### config.mk
export PLATFORM = sky130hd
export DESIGN_NAME = bus_arbiter8
export DESIGN_NICKNAME = d
export VERILOG_FILES = /design/src/rtl/bus_arbiter8_pkg.sv /design/src/rtl/bus_arbiter8_mux8.sv /design/src/rtl/bus_arbiter8.sv
export SDC_FILE = /design/constraint.sdc
export NUM_CORES = 1
export LEC_CHECK = 0
export CORE_ASPECT_RATIO = 1.4
export CORE_MARGIN = 10
export CORE_UTILIZATION = 35
export DETAILED_ROUTE_END_ITERATION = 10
export PLACE_DENSITY = 0.92
export REMOVE_ABC_BUFFERS = 1
export SYNTH_ARGS = -nofsm -noshare
export SYNTH_HDL_FRONTEND = slang
export SYNTH_SLANG_ARGS = --single-unit
### constraint.sdc
create_clock -name clk -period 11.4 [get_ports clk]
set_clock_uncertainty 0.15 [all_clocks]
set_input_delay 2.28 -clock clk [delete_from_list [all_inputs] [get_ports clk]]
set_output_delay 2.28 -clock clk [all_outputs]
set_load 0.01 [all_outputs]
### src/rtl/bus_arbiter8_pkg.sv
// Shared definitions for the 8-way round-robin bus arbiter: sizes, state
// encoding and the winner-selection helpers used by the arbiter top.
package bus_arbiter8_pkg;

   localparam int NREQ  = 8;
   localparam int SEL_W = 3;

   typedef enum logic {
      ARB_IDLE = 1'b0,
      ARB_BUSY = 1'b1
   } arb_state_t;

   // First set bit of mask, scanning p, p+1, ..., wrapping modulo NREQ.
   function automatic logic [SEL_W-1:0] pick(input logic [NREQ-1:0] mask,
                                             input logic [SEL_W-1:0] p);
      logic [SEL_W-1:0] idx;
      logic             found;
      pick  = p;
      found = 1'b0;
      for (int i = 0; i < NREQ; i++) begin
         idx = p + SEL_W'(i);
         if (!found && mask[idx]) begin
            pick  = idx;
            found = 1'b1;
         end
      end
   endfunction

   function automatic logic [NREQ-1:0] onehot(input logic [SEL_W-1:0] sel);
      onehot = NREQ'(1) << sel;
   endfunction

endpackage

### src/rtl/bus_arbiter8_mux8.sv
// Plain 8:1 word multiplexer driving the shared destination bus.
module mux8 #(
   parameter int WIDTH = 32
) (
   input  logic [2:0]       select,
   input  logic [WIDTH-1:0] in0,
   input  logic [WIDTH-1:0] in1,
   input  logic [WIDTH-1:0] in2,
   input  logic [WIDTH-1:0] in3,
   input  logic [WIDTH-1:0] in4,
   input  logic [WIDTH-1:0] in5,
   input  logic [WIDTH-1:0] in6,
   input  logic [WIDTH-1:0] in7,
   output logic [WIDTH-1:0] muxout
);

   // NOTE: the default assignment ahead of the case keeps every path driven, so no latch is inferred.
   always_comb begin
      muxout = in0;
      case (select)
         3'd1:    muxout = in1;
         3'd2:    muxout = in2;
         3'd3:    muxout = in3;
         3'd4:    muxout = in4;
         3'd5:    muxout = in5;
         3'd6:    muxout = in6;
         3'd7:    muxout = in7;
         default: muxout = in0;
      endcase
   end

endmodule

### src/rtl/bus_arbiter8.sv
// Round-robin arbiter sharing one WIDTH-bit bus between 8 requesters, with a
// valid/ready handshake toward the sink and a sticky withdrawal error flag.
module bus_arbiter8
   import bus_arbiter8_pkg::*;
#(
   parameter int WIDTH = 32
) (
   input  logic             clk,
   input  logic             rst,
   input  logic [7:0]       req,
   input  logic [WIDTH-1:0] in0,
   input  logic [WIDTH-1:0] in1,
   input  logic [WIDTH-1:0] in2,
   input  logic [WIDTH-1:0] in3,
   input  logic [WIDTH-1:0] in4,
   input  logic [WIDTH-1:0] in5,
   input  logic [WIDTH-1:0] in6,
   input  logic [WIDTH-1:0] in7,
   input  logic             out_ready,
   output logic             out_valid,
   output logic [WIDTH-1:0] out_data,
   output logic [2:0]       out_sel,
   output logic [7:0]       ack,
   output logic             err
);

   arb_state_t       state;
   logic [SEL_W-1:0] ptr;
   logic [SEL_W-1:0] next_sel;
   logic [NREQ-1:0]  remain;
   logic             accept;

   assign out_valid = (state == ARB_BUSY);
   assign accept    = out_valid & out_ready;
   assign ack       = accept ? onehot(out_sel) : '0;
   assign next_sel  = out_sel + SEL_W'(1);
   // Requests still pending once the current word leaves; drives back-to-back grants.
   assign remain    = req & ~onehot(out_sel);

   mux8 #(.WIDTH(WIDTH)) u_mux8 (
      .select (out_sel),
      .in0    (in0),
      .in1    (in1),
      .in2    (in2),
      .in3    (in3),
      .in4    (in4),
      .in5    (in5),
      .in6    (in6),
      .in7    (in7),
      .muxout (out_data)
   );

   // NOTE: state registers use non-blocking assignments so every flop samples pre-edge values.
   always_ff @(posedge clk or posedge rst) begin
      if (rst) begin
         state   <= ARB_IDLE;
         out_sel <= '0;
         ptr     <= '0;
         err     <= 1'b0;
      end else begin
         // A granted requester must hold req until its word is taken.
         if (state == ARB_BUSY && !req[out_sel] && !accept)
            err <= 1'b1;

         case (state)
            ARB_IDLE: begin
               if (req != '0) begin
                  out_sel <= pick(req, ptr);
                  state   <= ARB_BUSY;
               end
            end
            ARB_BUSY: begin
               if (accept) begin
                  ptr <= next_sel;
                  if (remain != '0)
                     out_sel <= pick(remain, next_sel);
                  else
                     state <= ARB_IDLE;
               end
            end
            default: state <= ARB_IDLE;
         endcase
      end
   end

endmodule
; ---- Yosys cells after proc, flatten, opt, wreduce, memory -nomap -nowiden
; Cells that the tools add are included.
[totals]
regBits = 8
latchBits = 0
ramBits = 0
rom_bits = 0
input_bits = 267
output_inout_bits = 45
elab_cells = 194
mem_count = 0
[op_classes]
addsub = 15
mul = 0
n_div = 0
magnitude_cmp = 17
n_eq_ne = 10
shifts = 1
n_mux = 107
bitwise_logic = 4
reduce_logical = 36
[ops]
columns = cell, count
row1 = $pmux W32 S7, 1
row2 = $mux W1, 69
row3 = $lt A3 B4 Y1 const B, 17
row4 = $bmux W1 S3, 17
row5 = $mux W3, 17
row6 = $add A3 B3 Y3 const B, 8
row7 = $logic_and A1 B1 Y1, 16
row8 = $logic_not A1 Y1, 16
row9 = $reduce_bool A8 Y1, 2
row10 = $add A3 B2 Y3 const B, 4
row11 = $eq A3 B3 Y1 const B, 4
row12 = $add A3 B1 Y3 const B, 3
row13 = $and A8 B8 Y8, 1
row14 = $mux W8, 1
row15 = $not A8 Y8, 1
row16 = $shl A1 B3 Y8 const A, 1
row17 = $eq A3 B2 Y1 const B, 2
row18 = $pmux W3 S2, 1
row19 = $ne A2 B1 Y1 const B, 2
row20 = $eq A3 B1 Y1 const B, 1
row21 = $reduce_and A3 Y1, 1
row22 = $ne A2 B2 Y1 const B, 1
row23 = $pmux W1 S2, 1
row24 = $reduce_and A2 Y1, 1
row25 = other kinds (2), 2

; ---- Longest topological paths before layout
; Gate-level depths: netlist (run 1).
[depth]
ltp_word = 51
depth_mapped = 15

; ---- Hierarchy
; A second synthesis (run 1) with hierarchy kept.
[hier_totals]
hier_cells = 593
hier_area_um2 = 4697.0
[by_module_without_submodules]
columns = mod, instances, cells_each, area_per_inst_um2, seq_area_each_um2
row1 = bus_arbiter8, 1, 287, 2452.4, 200.2
row2 = mux8, 1, 306, 2244.7, 0.0

; ---- Worst setup path after synthesis (run 1)
; No wires, ideal clock.
[synth_timing]
path_type = flip-flop to output port
start = register out_sel[2]
end = output port out_data[23]
arrival_time_ps = 3031
required_ps = 8970
setup_slack_ps = 5939
path_stages_with_launch = 11
n_path_buf = 6
cell_sequence = dfrtp_1 > buf_2 > clkbuf_1 > clkbuf_1 > buf_1 > inv_1 > ha_1 > or4_1 > clkbuf_1 > buf_1 > a41oi_1
[synth_via]
elab_chain_cells = 2
elab_cells_between_ends = 8
cone_classes = 7 x eq/ne / 1 x mux
[synth_rtl]
columns = element, line_no
row1 = "start, declared", bus_arbiter8.sv:22  ; output logic [2:0] out_sel,
row2 = "start signal, assigned", bus_arbiter8.sv:68  ; out_sel <= pick(req, ptr);
row3 = "start signal, assigned", bus_arbiter8.sv:76  ; out_sel <= pick(remain, next_sel);
row4 = $eq A3 B3 Y1 (tied with other cells), bus_arbiter8_mux8.sv:20  ; case (select)
row5 = $pmux W32 S7 (*), bus_arbiter8_mux8.sv:20
row6 = "end, declared", bus_arbiter8.sv:21  ; output logic [WIDTH-1:0] out_data,
; Every way passes the cells marked *; elsewhere a longest branch is shown, timed or not.

; ---- Final worst setup path (run 1)
[layout_timing]
start = input port out_ready
end = output port ack[0]
[layout_via]
elab_chain_cells = 2
[layout_rtl]
columns = element, line_no
row1 = "start, declared", bus_arbiter8.sv:19  ; input logic out_ready,
row2 = $and A1 B1 Y1, bus_arbiter8.sv:34  ; assign accept = out_valid & out_ready;
row3 = $mux W8, bus_arbiter8.sv:35  ; assign ack = accept ? onehot(out_sel) : '0;
row4 = "end, declared", bus_arbiter8.sv:23  ; output logic [7:0] ack,
; Every way passes these cells.

==> results of run 1 <==
-- final cells by class --
class | instances | area, um2
fillers | 1006 | 4420
clock buffers | 4 | 78.83
diodes | 8 | 20.02
repair buffers | 319 | 3173
multi-input cells | 474 | 3735
flip-flops and latches | 8 | 203.9
well taps | 147 | 183.9
inverters | 17 | 63.81
-- cell families (layout without fill, tap and decap cells) --
family / count (synthesis) / after routing
AO/OA/AOI/OAI: 163 / 163
adder cells (fa/ha/maj): 12 / 12
buffers and inverters: 77 / 340
AND/OR/NAND/NOR: 194 / 194
XOR/XNOR: 7 / 7
multiplexers: 98 / 98
flip-flops: 8 / 8
other: 0 / 8
-- cell usage in the layout, fill, tap and decap left out, types with 4 or more instances in the layout --
master and instances:
a21oi_1 19, a222oi_1 32, a41oi_1 32, buf_4 8
clkdlybuf4s50_1 311, dfrtp_1 7, diode_2 8, ha_1 12
inv_1 16, mux2_2 66, mux2i_1 11, mux4_2 21
nand2_1 98, nand2b_1 14, nand3_1 5, nand3b_1 4
nor2_1 48, nor3_1 4, o21ai_0 13, o221ai_1 6
o22ai_1 8, xnor2_1 5
-- synthesized netlist by cell type, drive strengths merged, types with 4 or more instances --
master | number | area share (%)
nand2b | 14 | 2.1
nand2 | 98 | 8.6
clkbuf | 35 | 3.1
mux2i | 11 | 2.6
nand3 | 5 | 0.59
nor3 | 5 | 0.85
buf | 25 | 3.3
o221ai | 6 | 1.2
a2111oi | 4 | 1.1
o21ai | 14 | 1.6
inv | 16 | 1.4
a21oi | 19 | 2.2
nand3b | 4 | 0.70
a21boi | 4 | 0.70
o22ai | 8 | 1.2
a41oi | 32 | 6.6
ha | 12 | 3.5
a222oi | 32 | 7.5
dfrtp | 8 | 4.7
mux4 | 21 | 11
xnor2 | 5 | 1.0
nor2 | 48 | 4.2
mux2 | 66 | 17
-- sequential cells by signal, indices dropped and copies added (netlist names) --
name and count:
out_sel 3, ptr 3, err 1, out_valid 1
-- through the flow --
stage                     std cells  util, %
after global routing            976    62.77
after floorplan                 499        -
final                           977    62.79
after CTS                       969    62.62
after global placement          965    61.95
after detailed placement        965    61.95
-- worst min path at each step --
stage               from  endpoint
floorplan            err       err
global placement     err       err
detailed placement   err       err
CTS                  err       err
global route         err       err
finish               err       err
-- per-layer routing --
| layer | global-route usage [%] | wire length (um) |
|---|---|---|
| met1 | 28.32 | 8809 |
| met2 | 50.17 | 12790 |
| met3 | 10.79 | 2835 |
| met4 | 12.34 | 1008 |
| met5 | 0 | 12 |
-- where the power goes --
group | leakage, nW | internal [mW] | switching (mW)
Sequential | 0.0886 | 0.0410 | 0.0583
Clock | 0.0382 | 0.0466 | 0.0139
Combinational | 2.54 | 0.948 | 1.03
Total | 2.66 | 1.04 | 1.11
==> impl_metrics.ini, run 1 <==
[run_status]
status = completed

[grt]
antenna_found_initial = 9
grt_pass1_vias = 6179
grt_use_total_pct = 28.09
grt_max_degree = 65
overflow = 0
grt_first_pass_wirelength_um = 37560

[placed_design]
place_area_um2 = 7360
place_hpwl_um = 20680
pre_cts_slack_ps = 4971
place_congestion = 0.9764
port_buffers = 311

[routing]
vias_per_cell = 6.158
drt_pass1_iterations = 7
ant_nets = 0
wl_per_cell_um = 26.05
drt_wl_total_um = 25450
via_count = 6016
drc = 0
drtIter0Drc = 715

[timing]
setup_tns_ps = 0
finalMaxSlewViolations = 0
final_hold_viol_count = 0
min_period_ps = 6419
fin_crit_sh_pct = 56.31
setup_ws_ps = 4981
rsz0062_at_grt = false
slew_headroom_pct = 19.82
fmax_mhz = 155.8
tightest_slew_ps = 1203
holdWs_ps = 361.6
finalSetupViolCount = 0

[yosys]
synth_ff_type = dfrtp_1
synth-xor-area-share_pct = 1.435
postSynthCellCount = 559
avgSynthCellArea_um2 = 7.641
synth_compound_area_share_pct = 31.11
ys_ff_latch = 8
synth.distinct_cells = 68
netlist_area_um2 = 4272
synth.yosys.seq_area_share_pct = 4.687
synth_mux_area_share_pct = 31.05
synth_edf_count = 0
yosys.area_share.simple_pct = 20.30
ys_async_sr_fraction_pct = 100.0
synth_top_family_by_area = compound AO/OA/AOI/OAI gates
ys.warnings.count = 0
synthAdderAreaFrac_pct = 3.515

[clocking]
cts.sinks = 8
cts_buffer_depth = 2
h-tree-depth = 1
cts-resized-gates = 0
cts_made_buffers = 3
hold_buffers = 0
clk_pin_slew_ps = 40
cts_setup_buffers = 0
cts_tree = yes
worstSkewPairLatency_ps = 230
cts_root_buf = clkbuf_16

[critical_path]
critPathKind = input port to primary output
ff2ff_setup_slack_ps = 6880
cp-endpoint = ack[0]
critPathArrivalTime_ps = 3990
worstReg2RegEnd = out_sel[0]
worst-path-buf-inv = 2
slowest_delay_ps = 580
r2r.worst_path.cells = 12
cp.depth = 4
critPathSlowestCell = clkdlybuf4s50_1
cp_top_family = buffers and inverters
critPathLaunch = out_ready
path_cells = clkdlybuf4s50_1 -> nand2_1 -> nor2_1 -> clkdlybuf4s50_1
required_ps = 8970
worst_path_most_repeated_cell = clkdlybuf4s50_1
r2r-start = out_sel[0]
path_max_fanout = 12
cp-start-kind = input port
cp-end-kind = primary output

[final_layout]
drive_gt1_share_pct = 13.14
final_area_um2 = 7458
syn_to_final_growth_pct = 74.60
nets = 1102

[floorplanning]
die_y_um = 150.7
rows = 47
start_util_pct = 35.96
die_area_um2 = 17090
core-area_um2 = 11880
die_w_um = 113.4
boundaryPins = 312

[pwr]
power.density_nw_per_um2 = 287.1
ir_drop_v = 0.0001637
p_leak_nw = 2.664
finalPower_mw = 2.142

[worst_hold_path]
hold_class = flip-flop to flip-flop
hold_path_depth = 1

[flow_run]
cap_violations = 0
No activity file was read; power rests on OpenSTA's default activity.
==> run 2, diff against run 1 <==
clock period = 5.99 ns   (was 11.4 ns; I/O delays follow)
==> impl_metrics.ini, run 2 (synthesis results as in run 1) <==
[floorplanning]
rows = 47
start_util_pct = 35.96
boundaryPins = 312
die_w_um = 113.4
die_y_um = 150.7
die_area_um2 = 17090
core-area_um2 = 11880

[clocking]
cts_root_buf = clkbuf_16
cts_setup_buffers = 0
cts_buffer_depth = 2
cts_made_buffers = 3
cts-resized-gates = 0
cts_tree = yes
hold_buffers = 0
clk_pin_slew_ps = 40
h-tree-depth = 1
worstSkewPairLatency_ps = 240
cts.sinks = 8

[placed_design]
pre_cts_slack_ps = 1051
port_buffers = 311
place_congestion = 1.031
place_area_um2 = 7382
place_hpwl_um = 21110

[timing]
min_period_ps = 5238
slew_headroom_pct = 30.65
fin_crit_sh_pct = 87.44
holdWs_ps = 323.8
final_hold_viol_count = 0
finalSetupViolCount = 0
setup_tns_ps = 0
setup_ws_ps = 752.2
finalMaxSlewViolations = 0
fmax_mhz = 190.9
rsz0062_at_grt = false
tightest_slew_ps = 1031

[pwr]
p_switching_mw = 2.105
swShare_pct = 51.51
finalPower_mw = 4.088
internal_power_mw = 1.982
clock_power_share_pct = 2.9
power_frac_seq_pct = 4.7
power.density_nw_per_um2 = 546.6
combPwrFrac_pct = 92.4
ir_drop_v = 0.0002826
p_leak_nw = 2.679

[critical_path]
ff2ff_setup_slack_ps = 1250
critPathKind = flip-flop to primary output
path_max_fanout = 49
cp-start-kind = flip-flop
cp-end-kind = primary output
critPathArrivalTime_ps = 3890
required_ps = 4640

[final_layout]
reg_top3 = out_sel (3), ptr (3)
layout_commonest_cell = clkdlybuf4s50_1
final_area_um2 = 7478
layout_common_cells = 311 x clkdlybuf4s50_1, 98 x nand2_1, 66 x mux2_2
drive_gt1_share_pct = 13.45
nets = 1105
syn_to_final_growth_pct = 75.07

[routing]
drt_wl_total_um = 25580
drc = 0
drt_pass1_iterations = 7
ant_nets = 0
via_count = 6117
wl_per_cell_um = 26.12
drtIter0Drc = 628
vias_per_cell = 6.248

[grt]
grt_max_degree = 50
grt_use_total_pct = 27.95
grt_pass1_vias = 6227
antenna_found_initial = 8
overflow = 0
grt_first_pass_wirelength_um = 37440

[worst_hold_path]
hold_class = flip-flop to flip-flop

[run_status]
status = completed

[flow_run]
cap_violations = 0
==> run 2: critical path, cell delays in order (launching register included) <==
cell and delay (ps):
dfrtp_4 740, buf_4 600, ha_1 860, a222oi_1 240
a41oi_1 490, clkdlybuf4s50_1 660
==> run 2: power groups by stage <==
stage | Clock [mW] | Combinational, mW | Sequential [mW]
floorplan | 0 | 2.28 | 0.218
global placement | 0 | 3.69 | 0.188
detailed placement | 0 | 3.71 | 0.191
CTS | 0.117 | 3.74 | 0.190
global route | 0.122 | 4.05 | 0.200
finish | 0.118 | 3.78 | 0.191
==> run 2: worst paths after layout <==
| check | cells after the start | startpoint | end |
|---|---|---|---|
| worst max-delay path | 5 | out_sel[2] | out_data[4] |
| worst min-delay path | 1 | err | err |
| min in group asynchronous | 2 | rst | out_sel[0] |
| worst max register to register | 11 | out_sel[2] | out_sel[0] |
| max in group asynchronous | 2 | rst | out_sel[2] |
| worst min register to register | 1 | err | err |
==> run 2: area by class of cell <==
| cell class | instances | area, um2 |
|---|---|---|
| Inverter | 17 | 63.81 |
| Fill cell | 1006 | 4400 |
| Clock buffer | 4 | 78.83 |
| Multi-Input combinational cell | 474 | 3735 |
| Sequential cell | 8 | 203.9 |
| Tap cell | 147 | 183.9 |
| Antenna cell | 7 | 17.52 |
| Timing Repair Buffer | 322 | 3196 |
==> run 2: metal layers <==
metal / GRT usage, % / routed length (um) / vias up
li1: - / - / 2731
met1: 27.17 / 8404 / 2874
met3: 11.71 / 3218 / 71
met4: 17.30 / 1558 / 2
met5: 0 / 12 / -
met2: 48.21 / 12380 / 439
==> run 2: metrics by stage <==
stage,utilization [%],cells
2_1_floorplan,-,499
3_3_place_gp,62.14,968
3_5_place_dp,62.14,968
4_1_cts,62.81,972
5_1_grt,62.93,978
6_report,62.96,979
==> run 3, diff against run 2 <==
CORE_ASPECT_RATIO = 0.75   (was 1.4)
==> impl_metrics.ini, run 3 (synthesis results as in run 1) <==
[run_status]
status = completed

[pwr]
finalPower_mw = 4.168
power.density_nw_per_um2 = 556.9
p_leak_nw = 2.669
ir_drop_v = 0.0003452

[critical_path]
path_cells = inv_1 -> ha_1 -> or4_2 -> a41oi_1 -> clkdlybuf4s50_1
critPathArrivalTime_ps = 3810
cp-end-kind = primary output
required_ps = 4640
path_max_fanout = 64
critPathSlowestCell = or4_2
cp-start-kind = flip-flop
critPathKind = flip-flop to primary output
slowest_delay_ps = 1210

[clocking]
cts_root_buf = clkbuf_16
cts_setup_buffers = 0
cts_made_buffers = 3
h-tree-depth = 1
cts_tree = yes
cts.sinks = 8
cts-resized-gates = 0
worstSkewPairLatency_ps = 240
clk_pin_slew_ps = 40
hold_buffers = 0
cts_buffer_depth = 2

[timing]
rsz0062_at_grt = false
slew_headroom_pct = 15.82
tightest_slew_ps = 1263
setup_tns_ps = 0
finalSetupViolCount = 0
finalMaxSlewViolations = 0
fin_crit_sh_pct = 86.12
min_period_ps = 5158
final_hold_viol_count = 0
fmax_mhz = 193.9

[placed_design]
place_congestion = 0.9685
place_area_um2 = 7386
port_buffers = 311
place_hpwl_um = 21190

[flow_run]
cap_violations = 0

[floorplanning]
rows = 34
start_util_pct = 36.25
boundaryPins = 312
die_w_um = 147.6
die_area_um2 = 17070
die_y_um = 115.7
core-area_um2 = 11780

[routing]
ant_nets = 0
drt_wl_total_um = 25990
wl_per_cell_um = 26.18
drt_pass1_iterations = 9
via_count = 6151
drtIter0Drc = 991
drc = 0
vias_per_cell = 6.194

[final_layout]
drive_gt1_share_pct = 13.24
final_area_um2 = 7485
nets = 1103
layout_common_cells = 311 x clkdlybuf4s50_1, 98 x nand2_1, 66 x mux2_2
layout_commonest_cell = clkdlybuf4s50_1
final_util_pct = 63.52
reg_top3 = out_sel (3), ptr (3)
fillers = 1012
syn_to_final_growth_pct = 75.22

[grt]
overflow = 0
grt_pass1_vias = 5999
grt_first_pass_wirelength_um = 37550
antenna_found_initial = 8
grt_max_degree = 65
grt_use_total_pct = 28.15

[worst_hold_path]
hold_class = flip-flop to flip-flop
[run 3: changes by cell type in the layout (fill, tap and decap cells not counted), sizes merged]
cell	previous run	this run
diode	7	8
buf	11	9
[run 3: critical path, delay by kind of cell (launching register included)]
| family | cells | cell delay (ps) |
|---|---|---|
| simple gates | 1 | 1210 |
| flops | 1 | 670 |
| buf+inv | 2 | 860 |
| compound gates | 1 | 550 |
| fa+ha+maj | 1 | 220 |
[run 3: per-layer routing]
metal  vias up  share of wire (%)  global-route usage [%]
li1       2728                  -                       -
met1      2928                 37                   32.86
met2       444                 48                   47.06
met3        51                 12                   8.804
met4         0                3.3                   12.32
met5         -                  0                       0
[run 3: where the power goes]
part / internal [mW] / switching (mW) / leakage (nW)
registers: 0.0778 / 0.118 / 0.0886
clock network: 0.0891 / 0.0309 / 0.0382
logic: 1.81 / 2.04 / 2.54
total: 1.98 / 2.19 / 2.67
[run 3: through the flow]
stage / hold slack [ps] / setup WS (ps) / cells
floorplan: 353.2 / 536.7 / 499
global placement: 339.2 / 1182 / 981
detailed placement: 342.1 / 1153 / 981
CTS: 351.2 / 886.4 / 985
global route: 368.0 / 702.7 / 993
finish: 348.1 / 831.6 / 993
[run 3: final cells by class]
class | instances | area (um2) | share of cell area, %
multi-input cells | 474 | 3735 | 49.90
repair buffers | 320 | 3181 | 42.49
flip-flops and latches | 8 | 203.9 | 2.725
well taps | 162 | 202.7 | 2.708
clock buffers | 4 | 78.83 | 1.053
inverters | 17 | 63.81 | 0.8526
diodes | 8 | 20.02 | 0.2675
[run 3: worst paths after layout]
kind	depth (start not counted)	slack [ps]	startpoint	endpoint
worst max-delay path	5	830	out_sel[2]	out_data[9]
worst min-delay path	1	350	err	err
worst max register to register	10	1780	out_sel[0]	out_sel[0]
worst min register to register	1	350	err	err
max in group asynchronous	2	4290	rst	out_sel[2]
min in group asynchronous	2	1120	rst	out_sel[2]
